[config.mk]
export PLATFORM = sky130hd
export DESIGN_NAME = reg_access_ctrl
export DESIGN_NICKNAME = d
export VERILOG_FILES = /design/src/rtl/reg_pkg.sv /design/src/rtl/reg_scoreboard.sv /design/src/rtl/reg_access_ctrl.sv
export SDC_FILE = /design/constraint.sdc
export NUM_CORES = 1
export LEC_CHECK = 0
export ABC_AREA = 1
export BUFFER_PORTS_ARGS = -buffer_cell sky130_fd_sc_hd__buf_2
export CORE_ASPECT_RATIO = 1.5
export CORE_MARGIN = 2
export CORE_UTILIZATION = 40
export DETAILED_ROUTE_END_ITERATION = 10
export PLACE_DENSITY = 0.72
export SYNTH_ARGS = -nofsm -noshare
export SYNTH_HDL_FRONTEND = slang
export SYNTH_SLANG_ARGS = --single-unit
[constraint.sdc]
create_clock -name clk -period 2.03 [get_ports clk]
set_clock_uncertainty 0.1 [all_clocks]
set_input_delay 0.406 -clock clk [delete_from_list [all_inputs] [get_ports clk]]
set_output_delay 0.406 -clock clk [all_outputs]
set_load 0.03 [all_outputs]
[src/rtl/reg_pkg.sv]
// Shared defaults and FSM state type for the register access controller.
// Consumers: reg_access_ctrl, reg_scoreboard (both honour REG_ACCESS_BYPASS_EN).
package reg_pkg;

    localparam int unsigned DefWord     = 8;
    localparam int unsigned DefRegSize  = 4;
    localparam int unsigned DefAddrSize = $clog2(DefRegSize);

    typedef enum logic [1:0] {
        StIdle = 2'd0,
        StRead = 2'd1,
        StHold = 2'd2
    } state_e;

    // A single-register file still needs a one-bit index.
    function automatic int unsigned addr_bits(input int unsigned n);
        return (n > 1) ? $clog2(n) : 1;
    endfunction

endpackage

[src/rtl/reg_scoreboard.sv]
// Pending-write scoreboard: one bit per register, set on issue, cleared on writeback.
// With REG_ACCESS_BYPASS_EN defined, a same-cycle writeback clear is visible to the hazard lookup.
module reg_scoreboard
    import reg_pkg::*;
#(
    parameter int unsigned REG_SIZE  = DefRegSize,
    parameter int unsigned ADDR_SIZE = DefAddrSize
) (
    input  logic                 clk,
    input  logic                 rst_n,
    input  logic                 set_en,
    input  logic [ADDR_SIZE-1:0] set_addr,
    input  logic                 clr_en,
    input  logic [ADDR_SIZE-1:0] clr_addr,
    input  logic [ADDR_SIZE-1:0] chk_src1,
    input  logic [ADDR_SIZE-1:0] chk_src2,
    input  logic [ADDR_SIZE-1:0] chk_dst,
    output logic                 hazard
);

    logic [REG_SIZE-1:0] pending_q;
    logic [REG_SIZE-1:0] pending_d;
    logic [REG_SIZE-1:0] pending_clr;

    always_comb begin
        pending_clr = pending_q;
        if (clr_en) begin
            pending_clr[clr_addr] = 1'b0;
        end
    end

    // Set is applied after clear so an issue to the register being written back stays pending.
    always_comb begin
        pending_d = pending_clr;
        if (set_en) begin
            pending_d[set_addr] = 1'b1;
        end
    end

    always_ff @(posedge clk or negedge rst_n) begin
        if (!rst_n) begin
            pending_q <= '0;
        end else begin
            pending_q <= pending_d;
        end
    end

`ifdef REG_ACCESS_BYPASS_EN
    assign hazard = pending_clr[chk_src1] | pending_clr[chk_src2] | pending_clr[chk_dst];
`else
    assign hazard = pending_q[chk_src1] | pending_q[chk_src2] | pending_q[chk_dst];
`endif

endmodule

[src/rtl/reg_access_ctrl.sv]
// Operand fetch controller: hazard-checked issue, register file read, operand hold until consumed.
// REG_ACCESS_BYPASS_EN enables same-cycle writeback forwarding into the operand path.
module reg_access_ctrl
    import reg_pkg::*;
#(
    parameter int unsigned  WORD      = DefWord,
    parameter int unsigned  REG_SIZE  = DefRegSize,
    localparam int unsigned ADDR_SIZE = addr_bits(REG_SIZE)
) (
    input  logic                 clk,
    input  logic                 rst_n,
    input  logic                 req_valid,
    output logic                 req_ready,
    input  logic [ADDR_SIZE-1:0] req_src1,
    input  logic [ADDR_SIZE-1:0] req_src2,
    input  logic [ADDR_SIZE-1:0] req_dst,
    output logic                 op_valid,
    input  logic                 op_ready,
    output logic [WORD-1:0]      op_a,
    output logic [WORD-1:0]      op_b,
    output logic [ADDR_SIZE-1:0] op_dst,
    input  logic                 wb_valid,
    input  logic [ADDR_SIZE-1:0] wb_addr,
    input  logic [WORD-1:0]      wb_data,
    output logic [ADDR_SIZE-1:0] rf_rd_addr1,
    output logic [ADDR_SIZE-1:0] rf_rd_addr2,
    input  logic [WORD-1:0]      rf_rd_data1,
    input  logic [WORD-1:0]      rf_rd_data2,
    output logic                 rf_wr_en,
    output logic [ADDR_SIZE-1:0] rf_wr_addr,
    output logic [WORD-1:0]      rf_wr_data
);

    state_e state_q, state_d;

    logic                 wb_en;
    logic                 hazard;
    logic                 accept;
    logic [ADDR_SIZE-1:0] src1_q, src1_d;
    logic [ADDR_SIZE-1:0] src2_q, src2_d;
    logic [ADDR_SIZE-1:0] dst_q, dst_d;
    logic [WORD-1:0]      op_a_q, op_a_d;
    logic [WORD-1:0]      op_b_q, op_b_d;
    logic [WORD-1:0]      rd_val1;
    logic [WORD-1:0]      rd_val2;

    // Writes are suppressed while reset is asserted, whatever wb_valid does.
    assign wb_en  = wb_valid & rst_n;
    assign accept = req_valid & req_ready;

    reg_scoreboard #(
        .REG_SIZE  (REG_SIZE),
        .ADDR_SIZE (ADDR_SIZE)
    ) u_scoreboard (
        .clk      (clk),
        .rst_n    (rst_n),
        .set_en   (accept),
        .set_addr (req_dst),
        .clr_en   (wb_en),
        .clr_addr (wb_addr),
        .chk_src1 (req_src1),
        .chk_src2 (req_src2),
        .chk_dst  (req_dst),
        .hazard   (hazard)
    );

    // State register
    always_ff @(posedge clk or negedge rst_n) begin
        if (!rst_n) begin
            state_q <= StIdle;
        end else begin
            state_q <= state_d;
        end
    end

    // Next-state logic
    always_comb begin
        state_d = state_q;
        unique case (state_q)
            StIdle:  if (accept) state_d = StRead;
            StRead:  state_d = StHold;
            StHold:  if (op_ready) state_d = StIdle;
            default: state_d = StIdle;
        endcase
    end

    // Output logic
    always_comb begin
        req_ready   = 1'b0;
        op_valid    = 1'b0;
        rf_rd_addr1 = src1_q;
        rf_rd_addr2 = src2_q;
        unique case (state_q)
            StIdle: begin
                req_ready   = ~hazard;
                rf_rd_addr1 = req_src1;
                rf_rd_addr2 = req_src2;
            end
            StHold:  op_valid = 1'b1;
            default: ;
        endcase
    end

`ifdef REG_ACCESS_BYPASS_EN
    // The file samples its read address on the same edge the writeback lands, so it returns
    // the old value; remember the writeback and substitute it when the read data is captured.
    logic            fwd1_q, fwd1_d;
    logic            fwd2_q, fwd2_d;
    logic [WORD-1:0] fwd_data_q, fwd_data_d;

    always_comb begin
        fwd1_d     = fwd1_q;
        fwd2_d     = fwd2_q;
        fwd_data_d = fwd_data_q;
        if (accept) begin
            fwd1_d     = wb_en && (wb_addr == req_src1);
            fwd2_d     = wb_en && (wb_addr == req_src2);
            fwd_data_d = wb_data;
        end
    end

    always_ff @(posedge clk or negedge rst_n) begin
        if (!rst_n) begin
            fwd1_q     <= 1'b0;
            fwd2_q     <= 1'b0;
            fwd_data_q <= '0;
        end else begin
            fwd1_q     <= fwd1_d;
            fwd2_q     <= fwd2_d;
            fwd_data_q <= fwd_data_d;
        end
    end

    assign rd_val1 = fwd1_q ? fwd_data_q : rf_rd_data1;
    assign rd_val2 = fwd2_q ? fwd_data_q : rf_rd_data2;
`else
    assign rd_val1 = rf_rd_data1;
    assign rd_val2 = rf_rd_data2;
`endif

    always_comb begin
        src1_d = src1_q;
        src2_d = src2_q;
        dst_d  = dst_q;
        op_a_d = op_a_q;
        op_b_d = op_b_q;
        if (accept) begin
            src1_d = req_src1;
            src2_d = req_src2;
            dst_d  = req_dst;
        end
        if (state_q == StRead) begin
            op_a_d = rd_val1;
            op_b_d = rd_val2;
        end
    end

    always_ff @(posedge clk or negedge rst_n) begin
        if (!rst_n) begin
            src1_q <= '0;
            src2_q <= '0;
            dst_q  <= '0;
            op_a_q <= '0;
            op_b_q <= '0;
        end else begin
            src1_q <= src1_d;
            src2_q <= src2_d;
            dst_q  <= dst_d;
            op_a_q <= op_a_d;
            op_b_q <= op_b_d;
        end
    end

    assign op_a       = op_a_q;
    assign op_b       = op_b_q;
    assign op_dst     = dst_q;
    assign rf_wr_en   = wb_en;
    assign rf_wr_addr = wb_addr;
    assign rf_wr_data = wb_data;

endmodule
==> impl_results.md <==
- DRT antenna net count: 0
- Final min period: ~1900 ps
- Fin util: between 50 and 60%
- Max Used Layer: met4
- Setup violators final: 0
- Maximum vdd drop: 0.000688 V
- Vias per cell: 4.76
- Post-synthesis adder-cell area fraction: 0%
- Avg Inst Size Synth: 9.45 sq um
- Area growth syn-to-layout: 23.6%
- Setup CP Type: register to primary output
- GRT Overall Usage: between 10% and 20%
- Final instance area: around 1700 sq um
- Power share of the clock group: 14.9%
- Core area: about 3400 sq um
- Synthesized instance count: roughly 150
- Internal Pwr Total: 1.60 mW
- RSZ-0062 raised after global routing: no
- Starting density of the core: 41.6%
- Sequential area share after synthesis: between 40% and 50%
- CP endpoint: req_ready
- Die X: 52.4 um
- Pwr/cell area: 1660 nW/um^2
- Post-synthesis xor/xnor area fraction: 0%
- Syn nets: 186
- Die height: 76.7 um
- Setup crit end kind: primary output
- Antenna violations before repair: 0
- Sw frac: 44.3%
- CTS Buf Count: 3
- Worst reg2reg startpoint: state_q[0]
- Worst r2r dst: op_dst[0]
- Tot Pwr: 2.88 mW
- Initial DRC count: 13
- DRC: 0
- Hold buffers post-CTS: 0
- I/O Buffers: 55
- WL final: 2.84 mm
- Nets: 236
- Maxcap violations: 0
- Setup TNS: 0 ps
- Synth Area in Simple Gates: 21.4%
- Drt first pass iters: 3
- Run status: complete, no violations
- Share of post-route cells with drive strength above 1: between 40% and 50%
- CTS sink count: 28
- Largest family of logic cells by synthesized area: simple AND/OR/NAND/NOR gates
- Worst Slack Setup Final: 138 ps
- Worst hold path class: input pin to asynchronous set/reset pin
- Wire length on met2: 1.48 mm
- Die area: between 4000 and 5000 sq um
- Dpl cell area: approximately 1700 sq um
- Vias after detailed routing: 1142
- Reg2reg path depth: 9
- Met3 WL post-DR: 198 um
- Flop pwr share: 33.9%
- Worst path required time: 1520 ps
- Fmax: 529 MHz
- Hold Vio Cnt, Final: 0
- Synth cell types: 20
- Crit path from: state_q[0]
- Startpoint types: register
- Final std cells w/o fill: 240
- Actual slew at the worst max-slew pin: roughly 390 ps
- Routability Congestion: 0.891
- Largest net degree at the start of global routing: 29
- Htree depth: 1
- Combinational group share of total power: 51.2%
- Wire length on met1: 1.12 mm
- Vias in the first global route: between 1000 and 1500
- Leakage power: 0.944 nW
- N_diodes: 0
- CTS tree: yes
- Ports: 72
- Clock Path Buffers: 2
- Tcrit/Tclk final: 93.2%
- Worst-skew pair later-pin latency: 270 ps
- Warnings, synthesis: 0
- Hold_ws: 45.6 ps
- First-pass GRT wire length: about 4.6 mm
- Placement Setup Slack: between 300 and 400 ps
- Placed insts: ~240
- Critical path arrival: ~1400 ps
- Register clock-pin slew on the reported worst setup and hold paths: 100 ps
- Synth Area in Compound Gates: 3.82%
- Congestion Overflow GR: 0
- Synth Register Bits: 28
- Post-synthesis mux area share: between 10 and 15%
- DP HPWL: 2.20 mm
- Slew HR: 73.6%
- Final slew viol count: 0
- # rows: 26
- NetSw: 1.28 mW
- Crit path max fanout: 8
- WL/cell: 11.8 um
- Root Driver: clkbuf_8
- Mapped Area: 1410 sq um
- Worst R2R Setup Slack: 500 ps
-- what timing repair did --
action	CTS	global route
endpoints found under the setup margin	1	1
setup buffers	0	1
endpoints found under the hold margin	0	0
pin swaps	0	0
gates resized for setup	1	3
-- placed cells by master, fill, tap and decap left out, drive strengths merged --
master / n
nor2: 6
a21oi: 2
dfrtp: 28
bufinv: 1
buf: 58
nand3b: 1
mux2: 16
o21ai: 5
clkbuf: 4
o31ai: 2
nand4: 10
inv: 17
nand3: 7
nand2: 41
-- state kept, by name, summed over array words and instances (netlist names) --
register and cells:
op_b 8, u_scoreboard.pending_q 4, op_dst 2, op_a 8
state_q 2, src2_q 2, src1_q 2
-- worst max-delay path, cell delays in order, from the launching register on --
cell      delay, ps
dfrtp_1         420
inv_2            80
nand2_4          80
a21oi_2         120
nand2_2          70
nor2_4           80
nand2_1          50
inv_1            50
clkbuf_4        170
-- kinds of logic (layout without fill, tap and decap cells) --
group | after synthesis | after routing
flops | 28 | 28
buf+inv | 31 | 80
compound gates | 9 | 9
mux | 16 | 16
simple gates | 65 | 65
-- power by group through the flow --
| stage | logic, mW | clock network [mW] | registers [mW] |
|---|---|---|---|
| 2_1_floorplan | 0.750 | 0 | 1.34 |
| 3_3_place_gp | 1.45 | 0 | 0.983 |
| 3_5_place_dp | 1.46 | 0 | 0.990 |
| 4_1_cts | 1.47 | 0.446 | 0.976 |
| 5_1_grt | 1.60 | 0.463 | 1.01 |
| 6_report | 1.47 | 0.431 | 0.976 |
-- how the worst min path moves through the flow --
stage / endpoint / depth (start not counted) / startpoint / slack, ps
6_report: op_dst[0] / 2 / rst_n / 50
5_1_grt: op_a[0] / 2 / rst_n / 80
4_1_cts: op_a[0] / 2 / rst_n / 50
3_5_place_dp: op_dst[0] / 2 / rst_n / 360
3_3_place_gp: op_dst[1] / 2 / op_dst[1] / 350
2_1_floorplan: op_a[0] / 0 / rst_n / 10
-- Yosys cell counts --
| cell | count | area share [%] |
|---|---|---|
| nor2_4 | 1 | 0.80 |
| nor2_1 | 4 | 1.1 |
| o21ai_0 | 5 | 1.8 |
| mux2_2 | 16 | 13 |
| inv_1 | 15 | 4.0 |
| nor2_2 | 1 | 0.44 |
| inv_2 | 2 | 0.53 |
| a21oi_2 | 1 | 0.62 |
| buf_6 | 2 | 1.6 |
| nand4_1 | 10 | 4.4 |
| o31ai_1 | 2 | 1.1 |
| nand2_2 | 2 | 0.89 |
| nand3_1 | 6 | 2.1 |
| a21oi_1 | 1 | 0.36 |
| dfrtp_1 | 28 | 50 |
| buf_4 | 10 | 5.3 |
| buf_2 | 2 | 0.71 |
| nand3b_1 | 1 | 0.53 |
| nand2_1 | 39 | 10 |
| nand3_2 | 1 | 0.71 |
-- cell type report --
class                           count  area (sq um)
Inverter                           17          63.8
Sequential cell                    28           701
Tap cell                           42          52.6
Clock buffer                        3          41.3
Clock inverter                      1          30.0
Fill cell                         339          1640
Timing Repair Buffer               59           308
Multi-Input combinational cell     90           543
-- metal layers --
| layer | vias to the layer above | track usage [%] |
|---|---|---|
| met5 | - | 0 |
| li1 | 573 | - |
| met3 | 6 | 3.31 |
| met4 | 0 | 6.67 |
| met2 | 43 | 26.5 |
| met1 | 520 | 15.5 |
Note: power is estimated with default switching activity, not from simulation.
